$ cat config.mk
export PLATFORM = sky130hd
export DESIGN_NAME = instr_fetch_unit
export DESIGN_NICKNAME = d
export VERILOG_FILES = /design/src/rtl/instr_fetch_unit_pkg.sv /design/src/rtl/instr_fetch_unit_pc_next_mux.sv /design/src/rtl/instr_fetch_unit.sv
export SDC_FILE = /design/constraint.sdc
export NUM_CORES = 1
export LEC_CHECK = 0
export CAP_MARGIN = 20
export CORE_MARGIN = 2
export CORE_UTILIZATION = 43
export CTS_CLUSTER_DIAMETER = 30
export DETAILED_ROUTE_END_ITERATION = 7
export PLACE_DENSITY = 0.83
export REMOVE_ABC_BUFFERS = 1
export SYNTH_ARGS = -nofsm -noshare
export SYNTH_HDL_FRONTEND = slang
export SYNTH_SLANG_ARGS = --single-unit
$ cat constraint.sdc
create_clock -name clk -period 9.11 [get_ports clk]
set_clock_uncertainty 0.2 [all_clocks]
set_input_delay 1.822 -clock clk [delete_from_list [all_inputs] [get_ports clk]]
set_output_delay 1.822 -clock clk [all_outputs]
set_load 0.03 [all_outputs]
$ cat src/rtl/instr_fetch_unit_pkg.sv
// Shared encodings for the instruction fetch unit: fetch FSM states,
// PCSource selects and MIPS instruction field positions.
package instr_fetch_unit_pkg;

    typedef enum logic [1:0] {
        FETCH_IDLE = 2'b00,
        FETCH_REQ  = 2'b01,
        FETCH_WAIT = 2'b10,
        FETCH_ERR  = 2'b11
    } fetch_state_t;

    localparam logic [1:0] PCSRC_ALU    = 2'b00;
    localparam logic [1:0] PCSRC_ALUOUT = 2'b01;
    localparam logic [1:0] PCSRC_JUMP   = 2'b10;
    localparam logic [1:0] PCSRC_HOLD   = 2'b11;

    localparam int OP_HI    = 31;
    localparam int OP_LO    = 26;
    localparam int RS_HI    = 25;
    localparam int RS_LO    = 21;
    localparam int RT_HI    = 20;
    localparam int RT_LO    = 16;
    localparam int RD_HI    = 15;
    localparam int RD_LO    = 11;
    localparam int SHAMT_HI = 10;
    localparam int SHAMT_LO = 6;
    localparam int FUNCT_HI = 5;
    localparam int FUNCT_LO = 0;
    localparam int IMM_HI   = 15;
    localparam int IMM_LO   = 0;
    localparam int JIDX_HI  = 25;
    localparam int JIDX_LO  = 0;

endpackage

$ cat src/rtl/instr_fetch_unit_pc_next_mux.sv
// Next-PC select and write-enable qualification (PCWrite / PCWriteCond / PCSource).
module instr_fetch_unit_pc_next_mux
    import instr_fetch_unit_pkg::*;
#(
    parameter int N = 32
) (
    input  logic [N-1:0] pc,
    input  logic [25:0]  jump_index,
    input  logic         pc_write,
    input  logic         pc_write_cond,
    input  logic         alu_zero,
    input  logic [1:0]   pc_source,
    input  logic [N-1:0] alu_result,
    input  logic [N-1:0] alu_out,
    output logic         pc_en,
    output logic [N-1:0] pc_next
);

    always_comb begin
        pc_en   = pc_write | (pc_write_cond & alu_zero);
        pc_next = pc;
        case (pc_source)
            PCSRC_ALU:    pc_next = alu_result;
            PCSRC_ALUOUT: pc_next = alu_out;
            PCSRC_JUMP:   pc_next = {pc[N-1:28], jump_index, 2'b00};
            default:      pc_en   = 1'b0;
        endcase
    end

endmodule

$ cat src/rtl/instr_fetch_unit.sv
// Instruction fetch unit: owns PC and IR, runs the req/gnt/rvalid fetch
// handshake and decodes IR fields for the multicycle control FSM.
//
// state      | meaning
// FETCH_IDLE | waiting for ir_write
// FETCH_REQ  | mem_req high, address held until mem_gnt
// FETCH_WAIT | granted, counting cycles until mem_rvalid or timeout
// FETCH_ERR  | misaligned fetch or timeout; sticky until rst
module instr_fetch_unit
    import instr_fetch_unit_pkg::*;
#(
    parameter int           N        = 32,
    parameter logic [N-1:0] RESET_PC = '0,
    parameter int           TIMEOUT  = 16
) (
    input  logic         clk,
    input  logic         rst,
    input  logic         ir_write,
    input  logic         pc_write,
    input  logic         pc_write_cond,
    input  logic         alu_zero,
    input  logic [1:0]   pc_source,
    input  logic [N-1:0] alu_result,
    input  logic [N-1:0] alu_out,
    output logic         mem_req,
    output logic [N-1:0] mem_addr,
    input  logic         mem_gnt,
    input  logic         mem_rvalid,
    input  logic [N-1:0] mem_rdata,
    output logic [N-1:0] pc,
    output logic [N-1:0] instr,
    output logic [5:0]   op_code,
    output logic [5:0]   funct,
    output logic [4:0]   rs,
    output logic [4:0]   rt,
    output logic [4:0]   rd,
    output logic [4:0]   shamt,
    output logic [15:0]  imm,
    output logic         fetch_busy,
    output logic         instr_valid,
    output logic         fetch_err
);

    fetch_state_t state, state_nxt;
    logic [N-1:0] fetch_addr;
    logic [7:0]   wait_cnt;
    logic         capture;
    logic         latch_addr;
    logic         pc_en;
    logic [N-1:0] pc_next;

    instr_fetch_unit_pc_next_mux #(.N(N)) u_pc_next_mux (
        .pc            (pc),
        .jump_index    (instr[JIDX_HI:JIDX_LO]),
        .pc_write      (pc_write),
        .pc_write_cond (pc_write_cond),
        .alu_zero      (alu_zero),
        .pc_source     (pc_source),
        .alu_result    (alu_result),
        .alu_out       (alu_out),
        .pc_en         (pc_en),
        .pc_next       (pc_next)
    );

    always_comb begin
        state_nxt  = state;
        capture    = 1'b0;
        latch_addr = 1'b0;
        case (state)
            FETCH_IDLE: begin
                if (ir_write) begin
                    if (pc[1:0] == 2'b00) begin
                        state_nxt  = FETCH_REQ;
                        latch_addr = 1'b1;
                    end else begin
                        state_nxt = FETCH_ERR;
                    end
                end
            end
            FETCH_REQ: begin
                // Fast memories may return data in the grant cycle.
                if (mem_gnt) begin
                    if (mem_rvalid) begin
                        capture   = 1'b1;
                        state_nxt = FETCH_IDLE;
                    end else begin
                        state_nxt = FETCH_WAIT;
                    end
                end
            end
            FETCH_WAIT: begin
                if (mem_rvalid) begin
                    capture   = 1'b1;
                    state_nxt = FETCH_IDLE;
                end else if (wait_cnt == 8'(TIMEOUT - 1)) begin
                    state_nxt = FETCH_ERR;
                end
            end
            default: state_nxt = FETCH_ERR;
        endcase
    end

    always_ff @(posedge clk or posedge rst) begin
        if (rst) begin
            state       <= FETCH_IDLE;
            pc          <= RESET_PC;
            instr       <= '0;
            fetch_addr  <= '0;
            wait_cnt    <= '0;
            instr_valid <= 1'b0;
        end else begin
            state       <= state_nxt;
            instr_valid <= capture;
            if (pc_en)
                pc <= pc_next;
            if (latch_addr)
                fetch_addr <= pc;
            if (capture)
                instr <= mem_rdata;
            if (state == FETCH_REQ && mem_gnt)
                wait_cnt <= '0;
            else if (state == FETCH_WAIT)
                wait_cnt <= wait_cnt + 8'd1;
        end
    end

    assign mem_req    = (state == FETCH_REQ);
    assign mem_addr   = mem_req ? fetch_addr : '0;
    assign fetch_busy = (state == FETCH_REQ) || (state == FETCH_WAIT);
    assign fetch_err  = (state == FETCH_ERR);

    assign op_code = instr[OP_HI:OP_LO];
    assign rs      = instr[RS_HI:RS_LO];
    assign rt      = instr[RT_HI:RT_LO];
    assign rd      = instr[RD_HI:RD_LO];
    assign shamt   = instr[SHAMT_HI:SHAMT_LO];
    assign funct   = instr[FUNCT_HI:FUNCT_LO];
    assign imm     = instr[IMM_HI:IMM_LO];

endmodule

=== Word level (Yosys, flattened, before mapping) ===
Cells that the tools add are included.

* Register bits after elaboration: 107
* Input port bits: 106
* Output and inout bits: 148
* Logic and storage cells: 50

* Add/sub/neg operators: 1
* Equality and inequality tests: 9
* Multiplexer cells: 18
* Bitwise operators: 3
* Reduce and logical (&&, ||, !) cells: 12

{| class="wikitable"
|+ Operators by type and width
! kind !! count
|-
| $pmux W32 S3 || 1
|-
| $mux W32 || 1
|-
| $mux W8 || 2
|-
| $mux W2 || 6
|-
| $add A8 B1 Y8 const B || 1
|-
| $eq A8 B4 Y1 const B || 1
|-
| $eq A2 B2 Y1 const B || 3
|-
| $logic_not A2 Y1 || 3
|-
| $mux W1 || 6
|-
| $pmux W2 S3 || 1
|-
| $reduce_and A3 Y1 || 2
|-
| $eq A2 B1 Y1 const B || 2
|-
| $reduce_bool A2 Y1 || 2
|-
| $ne A3 B3 Y1 const B || 1
|-
| $reduce_bool A3 Y1 || 1
|-
| $reduce_or A3 Y1 || 1
|-
| $ne A2 B1 Y1 const B || 1
|-
| $ne A2 B2 Y1 const B || 1
|-
| $pmux W1 S2 || 1
|-
| $reduce_and A2 Y1 || 1
|-
| $and A1 B1 Y1 || 1
|-
| $logic_and A1 B1 Y1 || 1
|-
| $logic_or A1 B1 Y1 || 1
|-
| $not A1 Y1 || 1
|-
| $or A1 B1 Y1 || 1
|}

=== Longest topological paths before layout ===
Gate-level depths: netlist of run 1.

* Depth after elaboration: 4
* Depth in mapped cells: 8
* Depth with buffers taken out: 5

=== Modules after synthesis ===
Synthesis of run 1 repeated with hierarchy kept, for this count alone.

* Cells, all modules: 408
* Area total of the unflattened synthesis: 5,711.7 µm²

{| class="wikitable"
|+ By module, submodules not included
! module !! instances !! cells an instance !! area an instance (µm²) !! seq. area each (µm²)
|-
| instr_fetch_unit || 1 || 354 || 4,901.0 || 2,677.6
|-
| instr_fetch_unit_pc_next_mux || 1 || 54 || 810.8 || 0.0
|}

=== Worst setup path before layout of run 1 ===
Ideal clock, no wire load.

* Path type: register to output
* From: register state[1]
* To: output port mem_addr[31]
* Arrival: 1,512 ps
* Data required time: 7,088 ps
* Setup slack: 5,576 ps
* Stages on the path, launching flop included: 6
* Path buffers: 2
* Cell sequence: dfrtp_1 inv_1 ha_1 buf_6 clkbuf_1 and2_1

* Cells in the longest elaborated chain, start to end: 2

{| class="wikitable"
|+ RTL lines
! what !! RTL line !! source
|-
| start, declared || instr_fetch_unit.sv:44 || <nowiki>fetch_state_t state, state_nxt;</nowiki>
|-
| start signal, assigned || instr_fetch_unit.sv:112 || <nowiki>state <= state_nxt;</nowiki>
|-
| $eq A2 B1 Y1 || instr_fetch_unit.sv:127 || <nowiki>assign mem_req = (state == FETCH_REQ);</nowiki>
|-
| net mem_req || instr_fetch_unit.sv:25 || <nowiki>output logic mem_req,</nowiki>
|-
| $mux W32 || instr_fetch_unit.sv:128 || <nowiki>assign mem_addr = mem_req ? fetch_addr : '0;</nowiki>
|-
| end, declared || instr_fetch_unit.sv:26 || <nowiki>output logic [N-1:0] mem_addr,</nowiki>
|}

The timed path passes the listed nets, and every way through them passes these cells.

=== Worst setup path in the final report of run 1 ===
* From: register state[1]
* To: output port mem_addr[19]

* Cells in the longest elaborated chain, start to end: 2

{| class="wikitable"
|+ RTL lines
! what !! RTL line
|-
| $eq A2 B1 Y1 || instr_fetch_unit.sv:127
|-
| $mux W32 || instr_fetch_unit.sv:128
|}

Every way passes these cells.

==> results of run 1 <==
==> through the flow <==
step | setup slack [ps] | utilization | power, mW | hold WS [ps]
finish | 4410 | 0.646 | 2.90 | 293
CTS | 4380 | 0.646 | 2.92 | 298
floorplan | 4270 | - | 1.76 | 249
global route | 4220 | 0.646 | 3.02 | 311
global placement | 4660 | 0.620 | 2.44 | 276
detailed placement | 4530 | 0.620 | 2.48 | 280
==> worst max-delay path, delay by kind of cell, from the launching register on <==
family	cells	cell delay, ps
adders and majority gates	1	550
buffers and inverters	3	1160
DFF	1	430
and+or+nand+nor	1	180
==> cells in the final DEF, fill, tap and decap left out, drive strengths merged, types with 4 or more instances in the layout <==
cell and n:
clkdlybuf4s50 253, dfrtp 107, mux2 94, and2 34
nor2 33, a21oi 31, a22oi 26, clkbuf 12
ha 9, inv 8, a22o 6, nand2 5
buf 5, nand2b 4
==> cell families after synthesis <==
family,share of synthesized area
flip-flops,0.481
multiplexers,0.211
AND/OR/NAND/NOR,0.0926
buffers and inverters,0.103
AO/OA/AOI/OAI,0.0858
adder cells (fa/ha/maj),0.0202
XOR/XNOR,0.00629
==> path summary, 6_finish.rpt <==
check / startpoint / endpoint / cells past startpoint
max reg2reg: state[1] / instr[30] / 6
min in group asynchronous: rst / fetch_addr[25] / 2
min reg2reg: fetch_addr[0] / fetch_addr[0] / 1
max: state[1] / mem_addr[19] / 5
max in group asynchronous: rst / fetch_addr[11] / 3
min: fetch_addr[0] / fetch_addr[0] / 1
==> state kept, by name, summed over array words and instances (netlist names) <==
name / cells
fetch_addr: 32
instr: 32
pc: 32
wait_cnt: 8
state: 2
instr_valid: 1
==> layer usage <==
layer / GRT usage / part of all wire / up-vias
li1: - / - / 1949
met1: 0.236 / 0.38 / 2125
met2: 0.404 / 0.54 / 154
met3: 0.0640 / 0.057 / 30
met4: 0.0896 / 0.024 / 0
met5: 0 / 0 / -
==> final cells by class <==
| type | instances | area (µm²) | area share |
|---|---|---|---|
| timing repair buffer | 258 | 2570 | 0.315 |
| clock buffer | 12 | 256 | 0.0314 |
| clock inverter | 4 | 72.6 | 0.00890 |
| multi-input combinational | 274 | 2330 | 0.286 |
| tap | 172 | 215 | 0.0264 |
| sequential | 107 | 2680 | 0.328 |
| inverter | 8 | 32.5 | 0.00399 |
==> power groups by stage <==
stage / Clock, mW / Combinational, mW / Sequential (mW)
floorplan: 0 / 0.530 / 1.23
global placement: 0 / 1.62 / 0.821
detailed placement: 0 / 1.64 / 0.834
CTS: 0.439 / 1.65 / 0.829
global route: 0.461 / 1.71 / 0.856
finish: 0.427 / 1.64 / 0.827
==> key figures, run 1 <==
CTS
  – CTS resizes: 0
  – Worst-path clk slew: 70 ps
  – CTS Hold Bufs: 0
  – Clk_lat worst skew: about 350 ps
  – H-tree levels: 3
  – Setup Buffers After CTS: 0
  – CTS tree: yes
  – Deepest clock path buffer count: 2
  – Clock buffer count from CTS: 9
  – Root Buffer Master: clkbuf_16
  – Clock sink total: 107

Pwr
  – Combinational share of power: 0.567
  – Sw Ratio: 0.419
  – P_int: about 1.7 mW
  – Clk pwr share: 0.148
  – Static Leak: 3.41 nW
  – PD cells: 355 mW/mm²
  – Peak supply drop: between 200 and 300 µV
  – Switch Pwr: approximately 1.2 mW
  – Seq pwr share: 0.286

Critical path
  – R2R Setup Slk: roughly 6000 ps
  – Peak fanout along the critical path: 21
  – Setup CP Type: flip-flop to primary output
  – Crit path cell chain: inv_1, ha_1, buf_4, and2_1, clkdlybuf4s50_1
  – Slowest stage delay, CP: between 600 and 700 ps
  – CP Data Required Time: about 7100 ps
  – Data arrival time of the worst path: ~2700 ps
  – CP max-delay cell: clkdlybuf4s50_1
  – Critical path endpoint category: primary output
  – Startpoint Class: flip-flop

Run
  – MaxCap Viol Count: 0

Drt
  – Routed len/inst: 18.4 µm
  – DRC Markers: 0
  – Antenna Nets Post-Route: 0
  – 1st-pass router iterations: 5
  – Vias per cell: approximately 5
  – Via count: ~4300
  – WL final: 15.3 mm
  – Initial DRC Count: roughly 170

Placed design
  – DP Cell Count: between 800 and 900
  – Post-DP HPWL: about 11 mm
  – Gpl congestion: around 0.86
  – Port Buf Inserts: 253
  – Placed inst area: a little under 0.008 mm²

STA
  – RSZ-0062 raised after global routing: false
  – Max Freq: 213 MHz
  – Final Max Tran Viols: 0
  – Worst Tran Pin Value: a little under 1000 ps
  – Finish-stage setup viols: 0
  – Final Hold Viols: 0
  – Fin crit period: 4700 ps
  – Final Cycle Share: 0.516
  – Slew headroom: 0.341
  – TNS Setup: 0 ps

Global route
  – Grt total ovfl: 0
  – Vias in the first global route: ~4500
  – Largest net degree at the start of global routing: 58
  – Initial antenna violation count: 0
  – Gr usage total: 0.220
  – First-pass GRT wire length: 24.0 mm

Yosys
  – Register area share after synthesis: 0.481
  – EDFF count, synth: 0
  – Most frequent cells after synthesis: dfrtp_1, mux2_2, buf_4
  – Area contributors post-synth: dfrtp_1, mux2_2, mux2_4, buf_4, a22oi_1
  – Asr flop ratio synth: 1.00
  – Mapped Avg Cell Area: roughly 12 µm²
  – YS warnings: 0
  – Most numerous cell in the Yosys netlist: dfrtp_1
  – Yosys cell types: 44
  – Synth Flop Type: dfrtp_1
  – Cell area after synthesis: 0.00557 mm²
  – Synthesized instance count: 465
  – Area leader, netlist: dfrtp_1
  – Synth Register Bits: 107
  – Area share of the largest cell type after synthesis: 0.481

Finish
  – Fillcell total: a little under 1000
  – Final std cells w/o fill: ~840
  – Final nets: 773
  – Design area: roughly 0.008 mm²
  – N_diodes: 0
  – Share of layout cells above drive strength 1: 0.183
  – Synthesis-to-finish area growth: 46.5%

Die
  – Chip Width: approximately 120 µm
  – Ports: between 200 and 300
  – DIE AREA: 0.0139 mm²
  – Vert. Die Dim: between 100 and 150 µm
  – Num rows: roughly 40
  – Total core area: about 0.013 mm²
  – Initial Util: 0.441

Min path
  – Tightest Hold Check Type: flip-flop to flip-flop

Outcome
  – Status: complete, no violations
(Power assumes the default switching activity.)
==> run 2, diff against run 1 <==
Settings changed: CORE_UTILIZATION 43 to 38, PLACE_DENSITY 0.83 to 0.77.
Clock period 9.11 ns to 4.2 ns, I/O delays scaled along.
==> key figures, run 2 (synthesis results as in run 1) <==
Finish
  – Final nets: 775 (was 773)
  – Area of the multi-input gates: 0.00233 mm² (unchanged)
  – Commonest non-fill, non-tap cell in the layout: clkdlybuf4s50_1 (unchanged)
  – Share of layout cells above drive strength 1: 0.184 (was 0.183)
  – Largest regs: fetch_addr x32, instr x32, pc x32 (unchanged)
  – Most frequent cells in the layout: clkdlybuf4s50_1, dfrtp_1, mux2_2 (unchanged)
  – Fillcell total: 1222 (was 995)
  – Reg area: 0.00268 mm² (unchanged)
  – N_diodes: 0 (unchanged)
  – Final Util: 0.566 (was 0.646)
  – Final std cells w/o fill: 848 (was 835)
  – Synthesis-to-finish area growth: 46.6% (was 46.5%)

CTS
  – Clock buffer count from CTS: 9 (unchanged)
  – Clk_lat worst skew: 350 ps (about the same)
  – CTS tree: yes (unchanged)
  – Root Buffer Master: clkbuf_16 (unchanged)
  – Setup Buffers After CTS: 0 (unchanged)
  – CTS Hold Bufs: 0 (unchanged)
  – Deepest clock path buffer count: 2 (unchanged)
  – H-tree levels: 3 (unchanged)
  – CTS resizes: 0 (unchanged)
  – Clock sink total: 107 (unchanged)
  – Worst-path clk slew: 70 ps (about the same)

STA
  – Slew headroom: 0.373 (was 0.341)
  – TNS Setup: 0 ps (unchanged)
  – Final Cycle Share: 0.797
  – RSZ-0062 raised after global routing: false (unchanged)
  – Fin crit period: ~3300 ps
  – Finish-stage setup viols: 0 (unchanged)
  – Worst Tran Pin Value: 941 ps (was 988 ps)
  – Max Freq: roughly 300 MHz
  – Final Max Tran Viols: 0 (unchanged)
  – Final worst slack: 851 ps (was 4410 ps)
  – Final Hold Viols: 0 (unchanged)

Min path
  – Tightest Hold Check Type: flip-flop to flip-flop (unchanged)
  – Cells on Worst Hold Path: 1 (unchanged)

Pwr
  – Static Leak: 3.41 nW (about the same)
  – Peak supply drop: 464 µV (was 271 µV)
  – PD cells: 758 mW/mm² (was 355 mW/mm²)

Drt
  – Via count: 4288 (was 4258)
  – Max layer used: met4 (unchanged)
  – DR WL met3: 1.12 mm (was 873 µm)
  – Antenna Nets Post-Route: 0 (unchanged)
  – Met2 routed WL: 7.70 mm (was 8.30 mm)
  – Routed len/inst: 17.9 µm (was 18.4 µm)
  – Initial DRC Count: 229 (was 172)
  – WL met1: 5.96 mm (was 5.80 mm)
  – 1st-pass router iterations: 4 (was 5)
  – Vias per cell: 5.06 (was 5.10)
  – DRC Markers: 0 (unchanged)
  – WL final: 15.2 mm (was 15.3 mm)

Global route
  – Gr usage total: 0.193 (was 0.220)
  – First-pass GRT wire length: 23.9 mm (was 24.0 mm)
  – Grt total ovfl: 0 (unchanged)
  – Vias in the first global route: 4517 (was 4484)
  – Initial antenna violation count: 0 (unchanged)
  – Largest net degree at the start of global routing: 64 (was 58)

Outcome
  – Status: complete, no violations (unchanged)

Critical path
  – Peak fanout along the critical path: 38 (was 21)
  – Data arrival time of the worst path: 2310 ps (was 2680 ps)
  – Startpoint Class: flip-flop (unchanged)
  – Setup CP Type: flip-flop to primary output (unchanged)
  – Reg2reg path depth: 6 (unchanged)
  – CP Data Required Time: 3160 ps (was 7090 ps)
  – Critical path endpoint category: primary output (unchanged)

Die
  – Vert. Die Dim: 125 µm (was 118 µm)
  – DIE AREA: 0.0156 mm² (was 0.0139 mm²)
  – Chip Width: 125 µm (was 118 µm)
  – Ports: 254 (unchanged)
  – Initial Util: 0.386 (was 0.441)
  – Total core area: 0.0144 mm² (was 0.0126 mm²)
  – Num rows: 44 (was 41)

Run
  – MaxCap Viol Count: 0 (unchanged)

Placed design
  – Post-DP HPWL: 11.1 mm (was 11.0 mm)
  – Port Buf Inserts: 253 (unchanged)
  – Post-placement worst setup slack: 902 ps (was 4530 ps)
  – Gpl congestion: 0.810 (was 0.862)
  – DP Cell Count: 833 (was 819)
run 2: worst paths after layout:
kind                               startpoint        endpoint  slack [ps]
worst max register to register       state[1]       instr[30]        1580
min in group asynchronous                 rst       instr[15]         710
worst min register to register  fetch_addr[3]   fetch_addr[3]         290
worst min-delay path            fetch_addr[3]   fetch_addr[3]         290
max in group asynchronous                 rst  fetch_addr[10]        2320
worst max-delay path                 state[1]     mem_addr[6]         850
run 2: report_power, final:
| group | switching [mW] | internal [mW] | total (mW) |
|---|---|---|---|
| clock | 0.376 | 0.476 | 0.852 |
| combinational | 1.89 | 1.66 | 3.55 |
| sequential | 0.352 | 1.43 | 1.79 |
| total | 2.62 | 3.57 | 6.19 |
run 2: worst max-delay path, stage by stage (launching register included):
cell,delay (ps)
dfrtp_1,440
inv_1,110
ha_1,140
buf_4,350
and2_1,190
clkdlybuf4s50_1,720
run 2: metal layers:
layer / global-route usage / vias up
met3: 0.0539 / 28
li1: - / 1957
met4: 0.0810 / 0
met1: 0.218 / 2121
met5: 0 / -
met2: 0.341 / 182
run 2: per-stage QoR:
stage | hold WS (ps) | power, mW | instance area [µm²]
2_1_floorplan | 249 | 3.82 | 5030
3_3_place_gp | 263 | 5.29 | 7870
3_5_place_dp | 276 | 5.37 | 7870
4_1_cts | 292 | 6.24 | 8160
5_1_grt | 314 | 6.47 | 8160
6_report | 287 | 6.19 | 8160
run 2: cell type report:
type | instances | area share
Tap cell | 184 | 0.0282
Clock buffer | 11 | 0.0297
Multi-Input combinational cell | 274 | 0.286
Inverter | 8 | 0.00398
Sequential cell | 107 | 0.328
Clock inverter | 4 | 0.00628
Timing Repair Buffer | 260 | 0.318
==> run 3, diff against run 2 <==
Clock period 4.2 ns to 2.75 ns, I/O delays scaled along.
==> key figures, run 3 (synthesis results as in run 1) <==
Outcome
  – Status: complete, no violations (unchanged)

Critical path
  – Data arrival time of the worst path: 1900 ps (was 2310 ps)
  – Crit path cell chain: inv_1, ha_1, clkdlybuf4s50_1 (was inv_1, ha_1, buf_4, and2_1, clkdlybuf4s50_1)
  – Cell family with most CP delay: buffers and inverters (unchanged)
  – Reg2reg start: state[1] (unchanged)
  – Worst path depth: 3 (was 5)
  – Startpoint Class: flip-flop (unchanged)
  – Bufs and invs on worst path: 2 (was 3)
  – Critical path endpoint category: primary output (unchanged)
  – Slowest stage delay, CP: 680 ps (was 720 ps)
  – R2R Setup Slk: 480 ps (was 1580 ps)
  – CP Data Required Time: 2000 ps (was 3160 ps)
  – CP max-delay cell: clkdlybuf4s50_1 (unchanged)
  – Peak fanout along the critical path: 5 (was 38)
  – Reg2reg path depth: 7 (was 6)
  – R2R Path End: instr[29] (was instr[30])
  – Setup CP Type: flip-flop to primary output (unchanged)

CTS
  – Clock buffer count from CTS: 9 (unchanged)
  – Clk_lat worst skew: 350 ps (about the same)
  – H-tree levels: 3 (unchanged)
  – Root Buffer Master: clkbuf_16 (unchanged)
  – Clock sink total: 107 (unchanged)
  – Setup Buffers After CTS: 0 (unchanged)
  – CTS resizes: 0 (unchanged)
  – CTS Hold Bufs: 0 (unchanged)
  – CTS tree: yes (unchanged)
  – Deepest clock path buffer count: 2 (unchanged)
  – Worst-path clk slew: 70 ps (about the same)

Placed design
  – DP Cell Count: 841 (was 833)
  – Post-DP HPWL: 11.1 mm (about the same)
  – Post-placement worst setup slack: 146 ps (was 902 ps)
  – Gpl congestion: 0.848 (was 0.810)
  – Port Buf Inserts: 253 (unchanged)
  – Placed inst area: 0.00790 mm² (was 0.00787 mm²)

Finish
  – Final std cells w/o fill: 857 (was 848)
  – Commonest non-fill, non-tap cell in the layout: clkdlybuf4s50_1 (unchanged)
  – Largest regs: fetch_addr x32, instr x32, pc x32 (unchanged)
  – N_diodes: 0 (unchanged)
  – Synthesis-to-finish area growth: 47.6% (was 46.6%)
  – Fillcell total: 1212 (was 1222)
  – Most frequent cells in the layout: clkdlybuf4s50_1, dfrtp_1, mux2_2 (unchanged)
  – Design area: 0.00822 mm² (was 0.00816 mm²)
  – Final nets: 783 (was 775)
  – Share of layout cells above drive strength 1: 0.242 (was 0.184)

Global route
  – Grt total ovfl: 0 (unchanged)
  – First-pass GRT wire length: 23.9 mm (about the same)
  – Vias in the first global route: 4612 (was 4517)
  – Initial antenna violation count: 0 (unchanged)
  – Largest net degree at the start of global routing: 68 (was 64)
  – Gr usage total: 0.190 (was 0.193)

Drt
  – Via count: 4243 (was 4288)
  – WL met1: 5.98 mm (was 5.96 mm)
  – Antenna Nets Post-Route: 0 (unchanged)
  – DR WL met3: 1.06 mm (was 1.12 mm)
  – Routed len/inst: 17.3 µm (was 17.9 µm)
  – WL final: 14.8 mm (was 15.2 mm)
  – Vias per cell: 4.95 (was 5.06)
  – Max layer used: met4 (unchanged)
  – Initial DRC Count: 152 (was 229)
  – Met2 routed WL: 7.53 mm (was 7.70 mm)
  – 1st-pass router iterations: 4 (unchanged)
  – DRC Markers: 0 (unchanged)

Die
  – Initial Util: 0.386 (unchanged)
  – DIE AREA: 0.0156 mm² (unchanged)
  – Ports: 254 (unchanged)
  – Vert. Die Dim: 125 µm (unchanged)
  – Total core area: 0.0144 mm² (unchanged)
  – Num rows: 44 (unchanged)
  – Chip Width: 125 µm (unchanged)

Min path
  – Hold Path Sink: fetch_addr[3] (unchanged)
  – Min-Delay Startpoint: fetch_addr[3] (unchanged)
  – Cells on Worst Hold Path: 1 (unchanged)
  – Tightest Hold Check Type: flip-flop to flip-flop (unchanged)

Pwr
  – Peak supply drop: 730 µV (was 464 µV)
  – Static Leak: 3.54 nW (was 3.41 nW)
  – Total power: 9.57 mW (was 6.19 mW)
  – PD cells: 1160 mW/mm² (was 758 mW/mm²)

STA
  – Worst Tran Pin Value: 478 ps (was 941 ps)
  – Final worst slack: 99.5 ps (was 851 ps)
  – Finish-stage setup viols: 0 (unchanged)
  – Fin crit period: approximately 2700 ps
  – Final Cycle Share: 0.964
  – Final Hold Viols: 0 (unchanged)
  – TNS Setup: 0 ps (unchanged)
  – Final Max Tran Viols: 0 (unchanged)
  – RSZ-0062 raised after global routing: false (unchanged)
  – Slew headroom: 0.679 (was 0.373)
  – Max Freq: 377 MHz

Run
  – MaxCap Viol Count: 0 (unchanged)
[run 3: cell types whose count changed in the layout (fill, tap and decap cells not counted), sizes merged]
cell and change:
buf +41, bufinv +1, clkbuf +1, clkdlybuf4s50 -33
clkinvlp -1
[run 3: stage by stage]
step | hold slack (ps) | utilization
5_1_grt | 320 | 0.570
6_report | 281 | 0.570
4_1_cts | 282 | 0.570
2_1_floorplan | 249 | -
3_5_place_dp | 267 | 0.548
3_3_place_gp | 263 | 0.548
[run 3: routing by layer]
layer	track usage	vias up
met5	0	-
met4	0.0719	0
met3	0.0518	19
met2	0.331	148
met1	0.224	2104
li1	-	1972
[run 3: layout make-up]
| cell class | instances | area [µm²] | area share |
|---|---|---|---|
| flip-flops and latches | 107 | 2680 | 0.326 |
| repair buffers | 268 | 2630 | 0.319 |
| multi-input cells | 274 | 2330 | 0.284 |
| clock buffers | 12 | 246 | 0.0300 |
| well taps | 184 | 230 | 0.0280 |
| clock inverters | 4 | 73.8 | 0.00898 |
| inverters | 8 | 32.5 | 0.00396 |
[run 3: report_power, final]
group | internal [mW] | total, mW | switching [mW]
logic | 2.54 | 5.45 | 2.91
clock network | 0.824 | 1.40 | 0.579
registers | 2.19 | 2.72 | 0.526
[run 3: worst register-to-register path: stages (launching register included)]
cell     delay (ps)
dfrtp_1         440
inv_1           110
ha_1            170
buf_4           210
a21o_1          160
and3_4          200
buf_12          260
mux2_2          400
[run 3: how the worst max path moves through the flow]
stage	startpoint	end	slack (ps)
after floorplan	rst	fetch_addr[0]	-820
after global placement	pc_source[0]	pc[31]	220
after detailed placement	pc_source[0]	pc[29]	150
after CTS	state[1]	fetch_busy	80
after global routing	state[1]	fetch_busy	10
final	state[1]	fetch_busy	100
